==> src/rtl/mul_div_unit.sv <==
// Iterative multiply/divide unit for the execute stage.
// Shift-add multiply, restoring divide, one bit per cycle.
`ifndef REG_FILE_WIDTH
`define REG_FILE_WIDTH 32
`endif

module mul_div_unit #(
  parameter int WIDTH = `REG_FILE_WIDTH
) (
  input  logic             clk,
  input  logic             reset,
  input  logic             valid_in,
  output logic             ready,
  input  logic [2:0]       op,
  input  logic [WIDTH-1:0] x,
  input  logic [WIDTH-1:0] y,
  input  logic             abort,
  output logic             done,
  output logic [WIDTH-1:0] w,
  output logic             div_zero
);

  localparam int CNT_W = $clog2(WIDTH) + 1;

  typedef enum logic [1:0] {
    S_IDLE,
    S_BUSY,
    S_DONE
  } state_t;

  state_t             r_state;
  logic [CNT_W-1:0]   r_cnt;
  logic [2:0]         r_op;
  logic [2*WIDTH-1:0] r_prod;
  logic [WIDTH-1:0]   r_b;
  logic               r_sq;
  logic               r_sr;
  logic               r_dzop;
  logic               r_ready;
  logic               r_done;
  logic [WIDTH-1:0]   r_w;
  logic               r_dz;

  logic               w_sgn_in;
  logic               w_div_in;
  logic [WIDTH-1:0]   w_amag;
  logic [WIDTH-1:0]   w_bmag;
  logic               w_isdiv;
  logic [WIDTH:0]     w_add;
  logic [2*WIDTH-1:0] w_mul_next;
  logic [2*WIDTH-1:0] w_mul_neg;
  logic [WIDTH:0]     w_rsh;
  logic [WIDTH:0]     w_diff;
  logic               w_ge;
  logic [2*WIDTH-1:0] w_div_next;
  logic [2*WIDTH-1:0] w_step;
  logic [WIDTH-1:0]   w_q;
  logic [WIDTH-1:0]   w_r;
  logic [WIDTH-1:0]   w_res;

  // Signed ops work on magnitudes; sign is restored at the end.
  assign w_sgn_in = (op == 3'd1) || (op == 3'd3) || (op == 3'd5);
  assign w_div_in = (op >= 3'd3) && (op <= 3'd6);
  assign w_amag   = (w_sgn_in && x[WIDTH-1]) ? -x : x;
  assign w_bmag   = (w_sgn_in && y[WIDTH-1]) ? -y : y;
  assign w_isdiv  = (r_op >= 3'd3) && (r_op <= 3'd6);

  // Multiply step: add multiplicand into the high half, shift right.
  assign w_add      = {1'b0, r_prod[2*WIDTH-1:WIDTH]}
                    + (r_prod[0] ? {1'b0, r_b} : '0);
  assign w_mul_next = {w_add, r_prod[WIDTH-1:1]};
  assign w_mul_neg  = r_sq ? -w_mul_next : w_mul_next;

  // Divide step: shift in next dividend bit, try to subtract.
  assign w_rsh      = {r_prod[2*WIDTH-1:WIDTH], r_prod[WIDTH-1]};
  assign w_ge       = (w_rsh >= {1'b0, r_b});
  assign w_diff     = w_rsh - {1'b0, r_b};
  assign w_div_next = {(w_ge ? w_diff[WIDTH-1:0] : w_rsh[WIDTH-1:0]),
                       r_prod[WIDTH-2:0], w_ge};

  assign w_step = w_isdiv ? w_div_next : w_mul_next;
  assign w_q    = w_div_next[WIDTH-1:0];
  assign w_r    = w_div_next[2*WIDTH-1:WIDTH];

  // Final result select, using the value of the last iteration.
  always_comb begin
    w_res = '0;
    case (r_op)
      3'd0:       w_res = w_mul_next[WIDTH-1:0];
      3'd1:       w_res = w_mul_neg[2*WIDTH-1:WIDTH];
      3'd2:       w_res = w_mul_next[2*WIDTH-1:WIDTH];
      3'd3, 3'd4: w_res = r_dzop ? '1 : (r_sq ? -w_q : w_q);
      3'd5, 3'd6: w_res = r_sr ? -w_r : w_r;
      default:    w_res = '0;
    endcase
  end

  // Control FSM with iteration datapath and registered outputs.
  always_ff @(posedge clk) begin
    if (reset) begin
      r_state <= S_IDLE;
      r_cnt   <= '0;
      r_op    <= '0;
      r_prod  <= '0;
      r_b     <= '0;
      r_sq    <= 1'b0;
      r_sr    <= 1'b0;
      r_dzop  <= 1'b0;
      r_ready <= 1'b1;
      r_done  <= 1'b0;
      r_w     <= '0;
      r_dz    <= 1'b0;
    end else begin
      r_done <= 1'b0;
      case (r_state)
        S_IDLE: begin
          if (valid_in && r_ready && !abort) begin
            r_op    <= op;
            r_prod  <= {{WIDTH{1'b0}}, w_amag};
            r_b     <= w_bmag;
            r_sq    <= w_sgn_in && (x[WIDTH-1] ^ y[WIDTH-1]);
            r_sr    <= w_sgn_in && x[WIDTH-1];
            r_dzop  <= w_div_in && (y == '0);
            r_cnt   <= CNT_W'(WIDTH);
            r_ready <= 1'b0;
            r_state <= S_BUSY;
          end
        end
        S_BUSY: begin
          if (abort) begin
            r_ready <= 1'b1;
            r_state <= S_IDLE;
          end else begin
            r_prod <= w_step;
            r_cnt  <= r_cnt - CNT_W'(1);
            if (r_cnt == CNT_W'(1)) begin
              r_w     <= w_res;
              r_dz    <= r_dzop;
              r_done  <= 1'b1;
              r_state <= S_DONE;
            end
          end
        end
        S_DONE: begin
          r_ready <= 1'b1;
          r_state <= S_IDLE;
        end
        default: begin
          r_ready <= 1'b1;
          r_state <= S_IDLE;
        end
      endcase
    end
  end

  assign ready    = r_ready;
  assign done     = r_done && !abort;
  assign w        = r_w;
  assign div_zero = r_dz;

endmodule
==> config.mk <==
export PLATFORM = sky130hd
export DESIGN_NAME = mul_div_unit
export DESIGN_NICKNAME = d
export VERILOG_FILES = /design/src/rtl/mul_div_unit.sv
export SDC_FILE = /design/constraint.sdc
export NUM_CORES = 1
export LEC_CHECK = 0
export ABC_AREA = 1
export CORE_ASPECT_RATIO = 0.7
export CORE_MARGIN = 2
export CORE_UTILIZATION = 25
export DETAILED_ROUTE_END_ITERATION = 10
export PLACE_DENSITY = 0.36
export SYNTH_ARGS = -nofsm -noshare
export SYNTH_HDL_FRONTEND = slang
export SYNTH_SLANG_ARGS = --single-unit
==> constraint.sdc <==
create_clock -name clk -period 8.1 [get_ports clk]
set_input_delay 1.215 -clock clk [delete_from_list [all_inputs] [get_ports clk]]
set_output_delay 1.215 -clock clk [all_outputs]
set_load 0.03 [all_outputs]
==> metrics <==
WP buf/inv 3; initial core utilization 25.4%; Distinct cells, synth 58; Max-slew headroom 13.4%; vias in the first global route 18.5k; share of cells above drive strength 1 5.11%; Post-DRT Antenna Nets 0; Ports 106; FF-to-FF setup slack 2.92 ns; Setup-failing EPs final 0; CTS tree done; Synth Cell Area 0.0165 mm²; Hold Vio Cnt, Final 0; crit path launch type flip-flop; first-pass GRT wire length 131000 µm; #FFs+latches synth 145; Area Overhead vs Synth 15.4%; Hold Path Stages 2; Avg WL per Cell 23.1 µm; hold crit path type reg -> reg; via count 20.4k; YS warnings 0; HP Start w[23]; status finished clean; Pwr per Cell Area 158 mW/mm²; syn_nets 3122; Tot GR Track Use 26.2%; R2R Path Start r_prod[51]; Reg clk slew, reported paths 0.07 ns; Vias/cell 5.20; Final Util 29.3%; Pins Over Slew Limit 0; Hold Buf Count CTS 0; skew final 0.0158 ns; setup tns final 0 ns; Mean Syn Cell Area 5.55 µm²; clock latency on the worst-skew pair 0.51 ns; clk buf depth 2; die area 0.0682 mm²; Clock Sinks 145; CTS root buf clkbuf_16; DR iter-0 viols 2222; Max-Cap Viols 0; CP startpoint r_prod[51]; RSZ-0062 raised after global routing no; Peak supply drop 0.160 mV; required time of the critical path 8.46 ns; H-tree lvl count 4; max frequency 0.193 GHz; Tcrit/Tclk final 64.0%; top_reg_cell synth dfxtp_1; Cells after Synth 2979; fin nets 3165; Seq/Total Area, Yosys 17.6%; Synth async-reset ratio 0%; worst r2r path cells 25; total CTS buffers 17; Final HPWL DP 74000 µm; Gates resized, CTS repair 0; row cnt 78; Critical Path Most Common Cell nand2_1; Die Ht 219 µm; Die W 311 µm; Overflow after GRT 0; crit end category flip-flop; number of synthesized flops with an enable pin 0; Worst Hold Path EP w[23]; CP delay by family, top compound AO/OA/AOI/OAI gates; CP max stage delay 0.50 ns; commonest cells after routing, fill and taps aside nand2_1, inv_1, nor2_1, a21oi_1, nand3_1; Pleak 9.13 nW; Worst EP arrival 5.54 ns; DRC viols 0; post-CTS setup repair buffer count 0; post-route minimum period 5.18 ns; I/O Buffers 105; core area 0.0651 mm²; Setup CP Type reg -> reg; drt pass-1 iters 5; commonest non-fill, non-tap cell in the layout nand2_1; pin count of the biggest net entering global routing 71; critical path peak fanout 13; critical path's slowest cell dfxtp_1; GP Congestion 0.969; Least-Margin Pin Slew 1.28 ns; drt total wl 90300 µm; initial antenna violation count 2; reg-to-reg endpoint w[20]
-- how the worst max path moves through the flow --
| stage | to | slack (ns) | cells past startpoint |
|---|---|---|---|
| 6_report | w[20] | 2.92 | 25 |
| 4_1_cts | w[16] | 3.11 | 25 |
| 3_3_place_gp | w[20] | 3.04 | 24 |
| 3_5_place_dp | w[20] | 3.13 | 24 |
| 5_1_grt | w[20] | 2.67 | 28 |
| 2_1_floorplan | w[17] | 4.68 | 25 |
-- synth_stat cells, types with 5 or more instances --
cell | count | area [µm²]
nand2_1 | 825 | 3100
inv_1 | 425 | 1600
nor2_1 | 282 | 1060
a21oi_1 | 252 | 1260
nand3_1 | 231 | 1160
o21ai_0 | 199 | 996
dfxtp_1 | 145 | 2900
clkbuf_1 | 87 | 327
ha_1 | 70 | 876
nor3_1 | 68 | 340
o211ai_1 | 54 | 405
nand4_1 | 40 | 250
xor2_1 | 33 | 289
a31oi_1 | 29 | 181
o22ai_1 | 19 | 119
nand2_2 | 17 | 106
nor2_2 | 16 | 100
o221ai_1 | 16 | 140
xnor2_1 | 16 | 140
inv_2 | 13 | 48.8
nand3b_1 | 11 | 82.6
or2_2 | 11 | 68.8
nor4_1 | 10 | 62.6
buf_1 | 9 | 33.8
o21ai_1 | 8 | 40.0
o21ai_2 | 8 | 70.1
a211oi_1 | 7 | 52.6
o21bai_1 | 7 | 52.6
buf_2 | 6 | 30.0
a221oi_1 | 5 | 43.8
nor2_4 | 5 | 56.3
-- where the power goes --
group          switching [mW]  internal, mW  total (mW)  leakage, nW
logic                   0.933         0.338        1.27         7.65
clock network           0.406         0.525       0.932        0.298
registers              0.0543         0.749       0.803         1.18
total                    1.39          1.61        3.01         9.13
-- routing by layer --
metal  share of wire (%)  vias to the layer above  track usage (%)
met2                  36                      705             33.8
met1                  56                     9741             43.9
met5               0.029                        -                0
li1                    -                     9866                -
met4                0.66                        4             3.70
met3                 7.4                       45             4.24
-- cell type report --
cell class	instances	area, µm²
multi-input combinational	2284	11500
sequential	145	2900
clock buffer	20	447
tap	880	1100
clock inverter	11	179
fill	7516	46000
timing repair buffer	132	1250
inverter	442	1660
antenna	1	2.50
-- through the flow --
stage               cell area, µm²  setup WS (ns)  total power, mW  cells  hold WS, ns
finish                       19100           2.92             3.01   3915        0.464
global route                 19100           2.67             3.17   3914        0.487
CTS                          19100           3.11             3.00   3914        0.466
detailed placement           18400           3.13             2.05   3883        0.455
global placement             18400           3.04             2.06   3883        0.451
floorplan                    16500           4.68             1.58   2979        0.463
-- worst register-to-register path, cell delays in order, from the launching register on --
cell and delay [ns]:
dfxtp_1 0.50, ha_1 0.36, a21oi_1 0.31, nand2_1 0.15
nand2_1 0.08, nand2_1 0.13, nand2_1 0.10, nand2_1 0.12
nor2_4 0.25, nand2_4 0.08, inv_2 0.36, ha_1 0.34
inv_1 0.07, nor2_1 0.14, nand4_1 0.16, nand2_1 0.13
o21ai_0 0.32, inv_1 0.28, o21ai_0 0.14, xor2_1 0.16
o21ai_0 0.22, o221ai_1 0.17, a31oi_1 0.22, o21ai_0 0.11
nand2_1 0.06, a21oi_1 0.06
-- registers in the layout, indices dropped and copies added (netlist names) --
register  count
r_done        1
r_state       2
r_sr          1
r_dzop        1
r_op          3
r_b          32
ready         1
r_cnt         6
r_sq          1
w            32
r_prod       64
div_zero      1
-- logic make-up after synthesis --
logic type	count (synthesis)	share of synthesized area [%]
buf+inv	550	12.9
simple gates	1532	39.5
compound gates	631	21.9
flops	145	17.6
fa+ha+maj	72	5.54
xor+xnor	49	2.60
(Power assumes the default switching activity.)
